<file path="config.mk">
export PLATFORM = sky130hd
export DESIGN_NAME = load_store_unit
export DESIGN_NICKNAME = d
export VERILOG_FILES = /design/src/rtl/load_store_unit.sv
export SDC_FILE = /design/constraint.sdc
export NUM_CORES = 1
export LEC_CHECK = 0
export ABC_AREA = 1
export CAP_MARGIN = 20
export CORE_MARGIN = 2
export CORE_UTILIZATION = 40
export DETAILED_ROUTE_END_ITERATION = 8
export PLACE_DENSITY = 0.77
export SYNTH_ARGS = -nofsm -noshare
export SYNTH_HDL_FRONTEND = slang
export SYNTH_SLANG_ARGS = --single-unit
</file>
<file path="constraint.sdc">
create_clock -name clk -period 1.56 [get_ports clk]
set_input_delay 0.39 -clock clk [delete_from_list [all_inputs] [get_ports clk]]
set_output_delay 0.39 -clock clk [all_outputs]
set_load 0.02 [all_outputs]
</file>
<file path="src/rtl/load_store_unit.sv">
// Load/store unit: turns pipeline access requests into registered memory cycles,
// splitting misaligned halfword/word accesses into big-endian byte accesses.
module load_store_unit #(
  parameter bit SPLIT_MISALIGNED = 1'b1
) (
  input  logic        clk,
  input  logic        rst_n,
  input  logic        req_valid,
  output logic        req_ready,
  input  logic        req_we,
  input  logic [1:0]  req_size,
  input  logic        req_signed,
  input  logic [7:0]  req_addr,
  input  logic [31:0] req_wdata,
  output logic        resp_valid,
  output logic [31:0] resp_rdata,
  output logic        resp_err,
  output logic [7:0]  mem_A,
  output logic [31:0] mem_DI,
  input  logic [31:0] mem_DO,
  output logic [1:0]  mem_Size,
  output logic        mem_RW,
  output logic        mem_E
);

  localparam logic [1:0] SZ_BYTE = 2'b00;
  localparam logic [1:0] SZ_HALF = 2'b01;
  localparam logic [1:0] SZ_WORD = 2'b10;
  localparam logic [1:0] SZ_ILL  = 2'b11;

  typedef enum logic [1:0] {IDLE, ACC, SPLIT, RESP} state_t;

  state_t      state;
  state_t      state_next;

  logic        we_q;
  logic [1:0]  size_q;
  logic        signed_q;
  logic [7:0]  addr_q;
  logic [31:0] wdata_q;
  logic [1:0]  cnt;
  logic [31:0] shreg;

  logic [7:0]  mem_a_n;
  logic [31:0] mem_di_n;
  logic [1:0]  mem_size_n;
  logic        mem_rw_n;
  logic        mem_e_n;
  logic        resp_valid_n;
  logic        resp_err_n;
  logic [31:0] resp_rdata_n;
  logic [1:0]  cnt_n;
  logic [31:0] shreg_n;

  logic        req_misaligned;
  logic        req_bad;
  logic [1:0]  last_cnt;

  function automatic logic [31:0] extend_load(input logic [31:0] data, input logic [1:0] size,
                                              input logic sgn);
    case (size)
      SZ_BYTE: return {{24{sgn & data[7]}}, data[7:0]};
      SZ_HALF: return {{16{sgn & data[15]}}, data[15:0]};
      default: return data;
    endcase
  endfunction

  // Byte k of an N-byte access is the k-th most significant byte of the data
  function automatic logic [7:0] pick_byte(input logic [31:0] data, input logic [1:0] size,
                                           input logic [1:0] k);
    logic [1:0] idx;
    idx = ((size == SZ_WORD) ? 2'd3 : 2'd1) - k;
    return data[{idx, 3'b000} +: 8];
  endfunction

  assign req_ready      = (state == IDLE);
  assign req_misaligned = ((req_size == SZ_HALF) && req_addr[0]) ||
                          ((req_size == SZ_WORD) && (req_addr[1:0] != 2'b00));
  assign req_bad        = (req_size == SZ_ILL) || (req_misaligned && !SPLIT_MISALIGNED);
  assign last_cnt       = (size_q == SZ_WORD) ? 2'd3 : 2'd1;

  always_ff @(posedge clk or negedge rst_n) begin
    if (!rst_n) begin
      state <= IDLE;
    end else begin
      state <= state_next;
    end
  end

  always_comb begin
    state_next = state;
    case (state)
      IDLE: begin
        if (req_valid) begin
          if (req_bad)             state_next = RESP;
          else if (req_misaligned) state_next = SPLIT;
          else                     state_next = ACC;
        end
      end
      ACC:     state_next = RESP;
      SPLIT:   state_next = (cnt == last_cnt) ? RESP : SPLIT;
      RESP:    state_next = IDLE;
      default: state_next = IDLE;
    endcase
  end

  // Next values for the registered memory and response outputs
  always_comb begin
    mem_a_n      = mem_A;
    mem_di_n     = mem_DI;
    mem_size_n   = mem_Size;
    mem_rw_n     = 1'b0;
    mem_e_n      = 1'b0;
    resp_valid_n = 1'b0;
    resp_err_n   = 1'b0;
    resp_rdata_n = 32'd0;
    cnt_n        = cnt;
    shreg_n      = shreg;
    case (state)
      IDLE: begin
        if (req_valid) begin
          cnt_n   = 2'd0;
          shreg_n = 32'd0;
          if (req_bad) begin
            resp_valid_n = 1'b1;
            resp_err_n   = 1'b1;
          end else begin
            mem_a_n  = req_addr;
            mem_rw_n = req_we;
            mem_e_n  = req_we;
            if (req_misaligned) begin
              mem_size_n = SZ_BYTE;
              if (req_we) mem_di_n = {24'd0, pick_byte(req_wdata, req_size, 2'd0)};
            end else begin
              mem_size_n = req_size;
              if (req_we) mem_di_n = extend_load(req_wdata, req_size, 1'b0);
            end
          end
        end
      end
      ACC: begin
        resp_valid_n = 1'b1;
        if (!we_q) resp_rdata_n = extend_load(mem_DO, size_q, signed_q);
      end
      SPLIT: begin
        shreg_n = {shreg[23:0], mem_DO[7:0]};
        if (cnt == last_cnt) begin
          cnt_n        = 2'd0;
          resp_valid_n = 1'b1;
          if (!we_q) resp_rdata_n = extend_load(shreg_n, size_q, signed_q);
        end else begin
          cnt_n    = cnt + 2'd1;
          mem_a_n  = addr_q + {6'd0, cnt_n};
          mem_rw_n = we_q;
          mem_e_n  = we_q;
          if (we_q) mem_di_n = {24'd0, pick_byte(wdata_q, size_q, cnt_n)};
        end
      end
      default: begin
      end
    endcase
  end

  always_ff @(posedge clk or negedge rst_n) begin
    if (!rst_n) begin
      mem_A      <= 8'd0;
      mem_DI     <= 32'd0;
      mem_Size   <= SZ_BYTE;
      mem_RW     <= 1'b0;
      mem_E      <= 1'b0;
      resp_valid <= 1'b0;
      resp_err   <= 1'b0;
      resp_rdata <= 32'd0;
      cnt        <= 2'd0;
      shreg      <= 32'd0;
      we_q       <= 1'b0;
      size_q     <= SZ_BYTE;
      signed_q   <= 1'b0;
      addr_q     <= 8'd0;
      wdata_q    <= 32'd0;
    end else begin
      mem_A      <= mem_a_n;
      mem_DI     <= mem_di_n;
      mem_Size   <= mem_size_n;
      mem_RW     <= mem_rw_n;
      mem_E      <= mem_e_n;
      resp_valid <= resp_valid_n;
      resp_err   <= resp_err_n;
      resp_rdata <= resp_rdata_n;
      cnt        <= cnt_n;
      shreg      <= shreg_n;
      if (state == IDLE && req_valid) begin
        we_q     <= req_we;
        size_q   <= req_size;
        signed_q <= req_signed;
        addr_q   <= req_addr;
        wdata_q  <= req_wdata;
      end
    end
  end

endmodule

</file>
==> metrics.yaml <==
drive_above_1_share_pct: 24.48
wl_met2_um: 11020
vdd_drop_max_mv: 1.172
worstPathCellList: "inv_2, ha_4, inv_4, o22ai_4, nand3b_4, buf_6, clkinv_8, nand2_1, nand2_2"
core_area_um2: 17420
critPathSlowestCell: "dfrtp_1"
setup_viol: 42
yosysWarnings: 0
cts_inserted_buffers: 17
run_status: "finished, violations left"
synth.area.top_cells: "dfrtp_1, nand2_1, o21ai_0, inv_1, nand3_1"
criticalPathCategory: "reg2reg"
via_per_inst: 5.217
synth_edf_count: 0
max_freq_mhz: 570.9
synth.distinct_cells: 33
route.detailed.drc: 0
required_ps: 1890
hp-class: "in2async"
p_per_area_nw_per_um2: 2161
clock_skew_ps: 7.559
final_min_period_over_clock_period_pct: 112.3
post_synth_instance_area_um2: 7177
maxSlewHeadroom_pct: 71.98
cap_viol_max_count: 0
route.met3.wl_um: 1893
first_global_vias: 6597
grt_antenna_before_repair: 0
cts_buffer_depth: 2
synth_nets: 991
tns_ps: -4483
leakage_nw: 5.615
violations: "negative setup slack"
wl_met1_um: 9667
synth_simple_gate_area_share_pct: 23.29
rows: 48
worstSetupEndpointType: "register"
routed.top_layer: "met4"
netlist_instances: 904
cts_tree: "yes"
rsz0062_at_grt: "yes"
grt_max_degree: 42
die_x_um: 138.0
critPathTopFamily: "buffers and inverters"
hpwl_um: 14430
drv_slew: 0
clockRootBuffer: "clkbuf_16"
drt-pass1-iter-count: 7
drt-initial-drc-count: 863
drt-total-wl_um: 23230
area_growth_pct: 54.97
grtUsageTotal_pct: 22.13
worstPathMaxFanout: 8
yosysTopAreaCell: "dfrtp_1"
start_util_pct: 41.21
cp.arrival_ps: 2080
synth-main-ff-cell: "dfrtp_1"
cts.htree.levels: 4
ys_ff_latch: 149
die_area_um2: 19030
grt_overflow: 0
antenna_cells: 0
finalWorstSetupSlack_ps: -191.7
synthXorXnorAreaFrac_pct: 0.2441
avgSynthCellArea_um2: 7.939
grt_pass1_wl_um: 32640
netlist.area_leader.share_pct: 51.95
cts_sinks: 149
critPathBufInv: 4
worst_slew_pin_slew_ps: 420.3
die_h_um: 138.0
dpl_worst_slack_ps: -411.9
io_buffers: 157
synth_mux_area_share_pct: 0
io_pins: 158
wl_per_cell_um: 16.92
antenna_left: 0
synth_fa_ha_area_share_pct: 1.499
gp_congestion: 0.8960
hold_viol: 0
nets: 1222
critPathMaxStageDelay_ps: 390
via_count: 7163
clk_latency_ps: 430
clk_pin_slew_ps: 70
yosysSeqAreaShare_pct: 51.95
synthTopCellsByCount: "nand2_1, dfrtp_1, inv_1, o21ai_0, nand3_1"
yosysMostFrequentCell: "nand2_1"
async_reset_ff_share_pct: 100.0
fin_crit_ps: 1752
synth_compound_area_share_pct: 13.84
synth_top_family_by_area: "simple AND/OR/NAND/NOR gates"
cp-start-kind: "register"
## per-stage QoR
stage / util, % / cells / power (mW) / area [um^2] / hold slack [ps]
after floorplan: - / 904 / 12.39 / 7248 / 94.41
after global placement: 54.54 / 1309 / 16.12 / 9499 / 327.4
after detailed placement: 54.54 / 1309 / 16.45 / 9499 / 333.7
after CTS: 58.89 / 1345 / 21.14 / 10260 / 445.9
after global routing: 63.86 / 1373 / 25.46 / 11120 / 471.7
final: 63.86 / 1373 / 24.03 / 11120 / 430.7
## power by group
group          total [mW]  switching, mW  internal (mW)
Clock                4.61           1.71           2.90
Sequential           6.25          0.903           5.35
Combinational        13.2           7.67           5.50
Total                24.0           10.3           13.7
## repair_timing
item,4_1_cts,5_1_grt
setup endpoints to repair,171,123
pin swaps,6,36
gates cloned,0,11
setup buffers,3,18
endpoints found under the hold margin,34,0
resized for setup,131,184
hold buffers,1,0
## sequential cells by signal (all words and copies together), names as in the netlist
signal	flops
addr_q	8
cnt	2
mem_A	8
mem_DI	32
mem_E	1
mem_Size	2
resp_err	1
resp_rdata	32
resp_valid	1
shreg	24
signed_q	1
size_q	2
state	2
wdata_q	32
we_q	1
## layout make-up
| class | count | area [um^2] |
|---|---|---|
| Tap cell | 225 | 281.5 |
| Clock buffer | 18 | 439.2 |
| Multi-Input combinational cell | 596 | 3407 |
| Timing Repair inverter | 1 | 11.26 |
| Inverter | 113 | 444.2 |
| Timing Repair Buffer | 257 | 2585 |
| Fill cell | 1389 | 6295 |
| Clock inverter | 14 | 224.0 |
| Sequential cell | 149 | 3730 |
## per-layer routing
metal,GRT usage [%],vias to the layer above
li1,-,3356
met1,29.22,3370
met2,36.08,372
met3,4.751,65
met4,7.766,0
met5,0,-
## layout by cell type, fill, tap and decap left out, types with 3 or more instances in the layout
cell and instances:
inv_4 3, a21oi_1 9, buf_6 19, nand3_1 51, o211ai_1 16, buf_4 60
clkbuf_16 23, nor2_4 3, clkinv_1 4, nand3_2 6, ha_4 4, nand2_1 244
o21a_1 8, o21ai_1 14, o22ai_1 19, clkbuf_2 9, clkinv_4 5, dlygate4sd2_1 45
buf_12 14, nand2_4 20, inv_2 7, nor3_1 8, ha_1 3, bufinv_16 5
inv_1 98, clkdlybuf4s50_1 77, o22ai_2 5, nand2_2 45, o21ai_2 9, nand3_4 3
a21oi_2 18, nor2_1 17, clkdlybuf4s15_1 24, o21ai_0 77, dfrtp_1 148
## path summary, 6_finish.rpt
path                       cells past startpoint                      to                   start  slack, ps
max                                            9  mem_DI[11]$_DFFE_PN0P_    state[0]$_DFFE_PN0P_       -190
min                                            2  mem_DI[25]$_DFFE_PN0P_                   rst_n        430
max reg2reg                                    9  mem_DI[11]$_DFFE_PN0P_    state[0]$_DFFE_PN0P_       -190
min reg2reg                                    2  wdata_q[4]$_DFFE_PN0P_  wdata_q[4]$_DFFE_PN0P_        480
max in group asynchronous                      3   addr_q[7]$_DFFE_PN0P_                   rst_n        470
min in group clk                               2  wdata_q[4]$_DFFE_PN0P_  wdata_q[4]$_DFFE_PN0P_        480
## cells by family after synthesis
| family | count (synthesis) |
|---|---|
| AOI/OAI and AO/OA | 179 |
| buffers and inverters | 160 |
| and+or+nand+nor | 406 |
| xor gates and xnor gates | 2 |
| adders and majority gates | 8 |
| DFF | 149 |
Power figures use the tool's default switching activity.
